<file path="src/rtl/note_judge.sv">
// rtl/note_judge.sv - judges player key presses against the song-engine note stream
//
// Purpose: consumes the engine's curr_note/hold_length stream once per game frame,
// compares it with the synchronized player keys, and grades each note as hit,
// partial or miss. Keeps score, streak and best streak for the display and sound logic.
//
// Ports:
//   game_clock    frame clock shared with the engine
//   game_reset_n  asynchronous active-low reset
//   game_frame    current frame number; frame 0 abandons the note in progress
//   curr_note     one-hot target note, 0 = rest
//   hold_length   frames the current note lasts and must be held
//   keys          raw player key levels, asynchronous to game_clock
//   score         saturating accumulated score
//   streak        consecutive full hits, saturating
//   best_streak   highest streak since reset
//   hit           one-frame pulse on a full hit
//   miss          one-frame pulse on miss, wrong key or early release
//   judge_state   FSM state (IDLE=0, WAIT=1, HOLD=2, DONE=3)

module note_judge #(
  parameter int PRESS_WINDOW = 2,
  parameter int HIT_POINTS   = 10,
  parameter int SCORE_W      = 16
) (
  input  logic               game_clock,
  input  logic               game_reset_n,
  input  logic [7:0]         game_frame,
  input  logic [11:0]        curr_note,
  input  logic [3:0]         hold_length,
  input  logic [11:0]        keys,
  output logic [SCORE_W-1:0] score,
  output logic [7:0]         streak,
  output logic [7:0]         best_streak,
  output logic               hit,
  output logic               miss,
  output logic [1:0]         judge_state
);

  typedef enum logic [1:0] {
    IDLE = 2'd0,
    WAIT = 2'd1,
    HOLD = 2'd2,
    DONE = 2'd3
  } state_t;

  localparam logic [3:0]         PW      = 4'(PRESS_WINDOW);
  localparam logic [SCORE_W-1:0] HIT_PTS = SCORE_W'(HIT_POINTS);

  state_t             state_q, state_d;
  logic               rest_q, rest_d;
  logic [11:0]        key_meta, skeys;
  logic [11:0]        tgt_q, tgt_d;
  logic [3:0]         len_q, len_d, len_eff;
  logic [3:0]         age_q, age_d;
  logic [3:0]         cnt_q, cnt_d;
  logic [4:0]         cnt_inc;
  logic [SCORE_W-1:0] add_pts;
  logic [SCORE_W:0]   score_sum;
  logic [SCORE_W-1:0] score_d;
  logic [7:0]         streak_d, best_d;
  logic               hit_d, miss_d;
  logic               frame_zero, boundary, key_match, key_stray;

  assign len_eff    = (len_q == 4'd0) ? 4'd1 : len_q;
  assign frame_zero = (game_frame == 8'd0);
  // The age term splits back-to-back repeats of an identical note.
  assign boundary   = (curr_note != tgt_q) || (hold_length != len_q) ||
                      (age_q == len_eff - 4'd1) || frame_zero;
  assign key_match  = (skeys == tgt_q);
  assign key_stray  = |(skeys & ~tgt_q);
  assign cnt_inc    = {1'b0, cnt_q} + 5'd1;

  assign judge_state = state_q;

  always_comb begin
    state_d   = state_q;
    rest_d    = rest_q;
    tgt_d     = tgt_q;
    len_d     = len_q;
    age_d     = (age_q == 4'hf) ? age_q : age_q + 4'd1;
    cnt_d     = cnt_q;
    hit_d     = 1'b0;
    miss_d    = 1'b0;
    add_pts   = '0;
    score_sum = '0;
    score_d   = score;
    streak_d  = streak;
    best_d    = best_streak;

    // Judge this frame of the current note. The boundary frame is also the
    // note's last frame, so it is judged here before the new note is latched.
    unique case (state_q)
      WAIT: begin
        if (key_match) begin
          cnt_d = 4'd1;
          if (len_eff == 4'd1) begin
            hit_d   = 1'b1;
            add_pts = HIT_PTS;
            state_d = DONE;
          end else begin
            state_d = HOLD;
          end
        end else if (key_stray || (age_q >= PW)) begin
          miss_d  = 1'b1;
          state_d = DONE;
        end
      end
      HOLD: begin
        if (key_match) begin
          cnt_d = cnt_inc[3:0];
          if (cnt_inc >= {1'b0, len_eff}) begin
            hit_d   = 1'b1;
            add_pts = HIT_PTS;
            state_d = DONE;
          end
        end else begin
          miss_d  = 1'b1;
          add_pts = SCORE_W'(cnt_q);
          state_d = DONE;
        end
      end
      DONE: begin
        // Rest notes live in DONE with the rest flag; one miss per dirty rest.
        if (rest_q && (|skeys)) begin
          miss_d = 1'b1;
          rest_d = 1'b0;
        end
      end
      default: begin
      end
    endcase

    if (boundary) begin
      if (frame_zero) begin
        // Frame 0 drops the note in progress without grading it.
        hit_d   = 1'b0;
        miss_d  = 1'b0;
        add_pts = '0;
      end else if (state_d == WAIT) begin
        miss_d = 1'b1;
      end else if (state_d == HOLD) begin
        miss_d  = 1'b1;
        add_pts = SCORE_W'(cnt_d);
      end
      tgt_d   = curr_note;
      len_d   = hold_length;
      age_d   = 4'd0;
      cnt_d   = 4'd0;
      state_d = (curr_note != 12'd0) ? WAIT : DONE;
      rest_d  = (curr_note == 12'd0);
    end

    score_sum = {1'b0, score} + {1'b0, add_pts};
    score_d   = score_sum[SCORE_W] ? '1 : score_sum[SCORE_W-1:0];
    if (hit_d) begin
      streak_d = (streak == 8'hff) ? streak : streak + 8'd1;
    end else if (miss_d) begin
      streak_d = 8'd0;
    end
    best_d = (streak_d > best_streak) ? streak_d : best_streak;
  end

  always_ff @(posedge game_clock or negedge game_reset_n) begin
    if (!game_reset_n) begin
      key_meta    <= '0;
      skeys       <= '0;
      state_q     <= IDLE;
      rest_q      <= 1'b0;
      tgt_q       <= '0;
      len_q       <= '0;
      age_q       <= '0;
      cnt_q       <= '0;
      score       <= '0;
      streak      <= '0;
      best_streak <= '0;
      hit         <= 1'b0;
      miss        <= 1'b0;
    end else begin
      key_meta    <= keys;
      skeys       <= key_meta;
      state_q     <= state_d;
      rest_q      <= rest_d;
      tgt_q       <= tgt_d;
      len_q       <= len_d;
      age_q       <= age_d;
      cnt_q       <= cnt_d;
      score       <= score_d;
      streak      <= streak_d;
      best_streak <= best_d;
      hit         <= hit_d;
      miss        <= miss_d;
    end
  end

endmodule

</file>
<file path="config.mk">
export PLATFORM = sky130hd
export DESIGN_NAME = note_judge
export DESIGN_NICKNAME = d
export VERILOG_FILES = /design/src/rtl/note_judge.sv
export SDC_FILE = /design/constraint.sdc
export NUM_CORES = 1
export LEC_CHECK = 0
export ABC_AREA = 1
export CAP_MARGIN = 20
export CORE_ASPECT_RATIO = 1.1
export CORE_MARGIN = 3
export CORE_UTILIZATION = 40
export CTS_BUF_LIST = sky130_fd_sc_hd__clkbuf_4
export DETAILED_ROUTE_END_ITERATION = 6
export PLACE_DENSITY_LB_ADDON = 0.1
export SKIP_CTS_REPAIR_TIMING = 1
export SYNTH_ARGS = -nofsm -noshare
export SYNTH_HDL_FRONTEND = slang
export SYNTH_SLANG_ARGS = --single-unit
</file>
<file path="constraint.sdc">
create_clock -name game_clock -period 5.2 [get_ports game_clock]
set_input_delay 0.78 -clock game_clock [delete_from_list [all_inputs] [get_ports game_clock]]
set_output_delay 0.78 -clock game_clock [all_outputs]
set_load 0.01 [all_outputs]
</file>
# After elaboration in Yosys (flattened, before gate mapping)
# Cells that the tools add are included.
[classes] eq_ne=13 bitwise_logic=2 n_reduce_logical=14 addsub=5 order_cmp=3 muxes=47
[ops] operator="$mux 16" n=6
[ops] operator="$mux 4" n=9
[ops] operator="$pmux 16 s2" n=1
[ops] operator="$mux 8" n=3
[ops] operator="$reduce_or 12->1" n=2
[ops] operator="$mux 1" n=18
[ops] operator="$add 16x16->17" n=1
[ops] operator="$and 12x12->12" n=1
[ops] operator="$eq 12x12->1" n=1
[ops] operator="$logic_not 12->1" n=1
[ops] operator="$mux 2" n=6
[ops] operator="$ne 12x12->1" n=1
[ops] operator="$not 12->12" n=1
[ops] operator="$reduce_bool 12->1" n=1
[ops] operator="$add 8x1->8 const B" n=1
[ops] operator="$eq 8x8->1 const B" n=1
[ops] operator="$gt 8x8->1" n=1
[ops] operator="$logic_not 8->1" n=1
[ops] operator="$pmux 4 s2" n=1
[ops] operator="$eq 2x2->1 const B" n=3
[ops] operator="$add 4x1->5 const B" n=1
[ops] operator="$ge 5x4->1" n=1
[ops] operator="$add 4x1->4 const B" n=1
[ops] operator="$eq 2x1->1 const B" n=2
[ops] operator="15 further kinds" n=19
[totals] in_bits=38 ff_bits=85 output_inout_bits=36

# Depth between registers and ports, before layout
[logic_depth] ltp_word=15 depth_mapped=34 mapped_depth_nobuf=33

# Worst setup path before layout
# Ideal clock, no wire load.
[synth_timing] path_type="register -> register" startpoint="register cnt_q[0]" endpoint="register best_streak[6]" path_buffers=1 period_less_slack_ns=3.697 path_stages_with_launch=24 arrival_ns=3.576 setup_slack_ns=1.503 setup_time_ns=0.121 cell_sequence="dfrtp_1 ha_1 xor2_1 ha_1 a21o_1 o21ai_1 nand3b_1 nand2_1 nand3_1 inv_2 nand3_4 nand2_2 nand2_4 nand2_1 inv_1 ha_1 nand2_1 nor2_1 nand2_1 o31ai_1 inv_1 buf_2 nand3_2 o21ai_2"
[synth_between] elab_chain_cells=13
[synth_lines] element="start, declared" line_no="56" source="logic [3:0] cnt_q, cnt_d;"
[synth_lines] element="start signal, assigned" line_no="187" source="cnt_q <= cnt_d;"
[synth_lines] element="$add 4x1->5 (*)" line_no="72" source="assign cnt_inc = {1'b0, cnt_q} + 5'd1;"
[synth_lines] element="$ge 5x4->1 (*)" line_no="112" source="if (cnt_inc >= {1'b0, len_eff}) begin"
[synth_lines] element="$mux 2 (*)" line_no="112"
[synth_lines] element="$mux 2 (*)" line_no="110" source="if (key_match) begin"
[synth_lines] element="$pmux 2 s2 (*)" line_no="93" source="unique case (state_q)"
[synth_lines] element="$eq 2x2->1" line_no="142" source="end else if (state_d == HOLD) begin"
[synth_lines] element="$mux 1" line_no="142"
[synth_lines] element="$mux 1 (*)" line_no="140" source="end else if (state_d == WAIT) begin"
[synth_lines] element="$mux 1 (*)" line_no="135" source="if (frame_zero) begin"
[synth_lines] element="$mux 1 (*)" line_no="134" source="if (boundary) begin"
[synth_lines] element="net miss_d" line_no="62" source="logic hit_d, miss_d;"
[synth_lines] element="$mux 8 (*)" line_no="158" source="end else if (miss_d) begin"
[synth_lines] element="$mux 8 (*)" line_no="156" source="if (hit_d) begin"
[synth_lines] element="net streak_d[7]" line_no="61" source="logic [7:0] streak_d, best_d;"
[synth_lines] element="$gt 8x8->1 (*)" line_no="161" source="best_d = (streak_d > best_streak) ? streak_d : best_streak;"
[synth_lines] element="end signal, assigned" line_no="190" source="best_streak <= best_d;"
[synth_lines] element="end, declared" line_no="34" source="output logic [7:0] best_streak,"
# The timed path passes the listed nets; every way through them passes the cells marked *.
# A chain may end at the register's enable or synchronous reset.

# Final worst setup path
[layout_timing] startpoint="register cnt_q[0]" endpoint="register best_streak[5]"
# The elaborated chain is that of the path after synthesis.

==> flow_summary.ini <==
[cells_and_area]
nets = 734
areaGrowthSynthToFinish_pct = 20.14
post-route-util = 0.5039
n_fill_cell = 1131
drive_gt1_frac = 0.1032

[floorplanning]
rows = 41
core_mm2 = 0.01175
die_width_um = 111.8
initial_utilization = 0.4194
die_area_mm2 = 0.01369
io_pins = 74
die_y_um = 122.4

[logic_synthesis]
synth.most_common_cell = nand2_1
synthCells = 588
synth_edf_count = 0
ys_ff_latch = 85
synthArstFlopShare = 1.000
synth_compound_area_frac = 0.07517
synth.distinct_cells = 48
synth-seq-area-share = 0.4317
muxShareOfSynthArea = 0
synth_fa_ha_area_frac = 0.1082
synth-xor-area-share = 0.03022
ys_top_cells_by_area = dfrtp_1 43%, ha_1 10%, nand2_1 9.9%
synth_nets = 668
yosys-top-cells-count = 130 x nand2_1, 85 x dfrtp_1, 77 x inv_1
synth_flop_cell = dfrtp_1
synth_top_area_frac = 0.4317
synth_top_family_by_area = simple AND/OR/NAND/NOR gates
yosysTopAreaCell = dfrtp_1
synth-simple-area-share = 0.2697
postSynthAreaPerCell_um2 = 8.380
netlist_area_mm2 = 0.004927
yosys_warnings = 0

[placement]
hpwl_mm = 8.488
gp_congestion = 0.8862
io_buffers = 73

[routing]
drt_iter0_markers = 163
drt_wl_total_mm = 10.96
drt-pass1-iter-count = 4
wl_per_cell_um = 13.54
drc = 0
detail-route-antenna-nets = 0
viasPerCell = 4.902
vias = 3971

[timing]
worst_pin_slew_ns = 0.7361
skew_ns = 0.01876
setup_tns_ns = 0
fin_crit_sh = 0.8914
relSlewSlack = 0.5051
maxSlewViolCount = 0
max_freq_mhz = 215.7
finalHoldViolCount = 0
rsz0062_at_grt = false
finalSetupViolCount = 0
period_needed_ns = 4.635

[setup_path]
worstPathRequired_ns = 5.57
critPathLaunchType = register
r2r_setup_slack_ns = 0.56
timing.rr.start = cnt_q[0]
critPathCaptureType = register
worstRegToRegCells = 22
critPathMaxFanout = 11
rr_endpoint = best_streak[5]
crit_arrival_ns = 5.00
crit_type = reg2reg

[clock_tree]
htreeDepth = 3
clk_path_buf_depth = 2
root_buffer = clkbuf_4
clock_latency_ns = 0.48
cts_sinks = 85
tritoncts = yes
clk_pin_slew_ns = 0.14
cts_buffers = 9

[power]
ir_drop_mv = 0.1000
pwr-share-comb = 0.092
internal_power_uw = 874.2
seqPwrFrac = 0.579
clockPowerShare = 0.329
switching_share = 0.2620
p_leak_nw = 2.951
pwr_density_cell_mw_per_mm2 = 200.1
power_switching_uw = 310.4
power_mw = 1.185

[global_route]
grt_max_degree = 55
grt_pass1_vias = 3998
overflow = 0
antenna_found_initial = 1
track_usage = 0.1716
grt_pass1_wl_mm = 18.71

[min_path]
hp-class = in2async

[status]
status = finished clean

[job]
maxCapViolCount = 0
[logic make-up after synthesis]
group | count (synthesis)
buf+inv | 111
compound gates | 57
flops | 85
xor+xnor | 17
simple gates | 276
fa+ha+maj | 42
[layer usage]
layer  global-route usage  part of all wire  wire, um
met1               0.2193              0.47      5107
met2               0.2740              0.47      5134
met3              0.04438             0.042       462
met4              0.07985             0.024       261
met5                    0                 0         0
[registers in the layout, summed over array words and instances, names as in the netlist]
register / count
score: 16
key_meta: 12
skeys: 12
tgt_q: 12
best_streak: 8
streak: 8
age_q: 4
cnt_q: 4
len_q: 4
judge_state: 2
hit: 1
miss: 1
rest_q: 1
[per-stage QoR]
step	area (um^2)	hold slack [ns]	cells	setup WS [ns]
5_1_grt	5919	0.2330	810	0.1385
6_report	5919	0.2258	810	0.5647
3_3_place_gp	5777	0.3324	793	0.5796
3_5_place_dp	5777	0.3347	793	0.5137
4_1_cts	5917	0.2179	809	0.5615
2_1_floorplan	4927	0.3312	588	1.503
[worst max-delay path, cell delays in order, from the launching register on]
cell and delay [ns]:
dfrtp_1 0.48, ha_1 0.25, xor2_1 0.22, ha_1 0.29, a21o_1 0.18, o21ai_1 0.20
nand3b_1 0.16, nand2_1 0.09, nand3_1 0.11, inv_2 0.11, nand3_4 0.13, nand2_2 0.12
nand2_4 0.10, nand2_1 0.08, inv_1 0.05, ha_1 0.29, nand2_1 0.08, nor2_1 0.12
nand2_1 0.07, o31ai_1 0.64, inv_1 0.45, nand3_1 0.23, nand2_1 0.07
[layout make-up]
| cell class | count | area, um^2 | area share |
|---|---|---|---|
| Antenna cell | 1 | 2.502 | 0.0004227 |
| Clock buffer | 9 | 67.56 | 0.01141 |
| Clock inverter | 7 | 72.57 | 0.01226 |
| Inverter | 92 | 345.3 | 0.05834 |
| Multi-Input combinational cell | 392 | 2381 | 0.4022 |
| Sequential cell | 85 | 2127 | 0.3593 |
| Tap cell | 150 | 187.7 | 0.03171 |
| Timing Repair Buffer | 74 | 735.7 | 0.1243 |
[power by group through the flow]
stage	Sequential [mW]	Combinational [mW]	Clock (mW)
detailed placement	0.699	0.111	0
finish	0.686	0.109	0.389
global placement	0.699	0.110	0
global route	0.689	0.125	0.433
floorplan	0.696	0.0559	0
CTS	0.686	0.112	0.409
[worst max path at each step]
stage,cells after the start,from,to,slack (ns)
global route,22,cnt_q[0],best_streak[5],0.14
floorplan,23,cnt_q[0],best_streak[6],1.50
detailed placement,21,game_frame[5],best_streak[5],0.51
finish,22,cnt_q[0],best_streak[5],0.56
global placement,23,game_frame[7],best_streak[5],0.58
CTS,22,cnt_q[0],best_streak[5],0.56
[cells in the final DEF (no fill, tap or decap), types with 5 or more instances in the layout]
master             n
o21ai_0           11
nor4_1             5
clkdlybuf4s50_1   72
nand2_1          130
inv_1             77
ha_1              41
xor2_1             8
nor2_4             6
inv_2             14
nor2_1            49
o21ai_1            8
nand3_1           41
nand3b_1           5
a21boi_1           5
dfrtp_1           85
a21oi_1            9
nor3_1             9
clkbuf_4           9
xnor2_1            9
nand3_2            6
No activity file was read; power rests on OpenSTA's default activity.
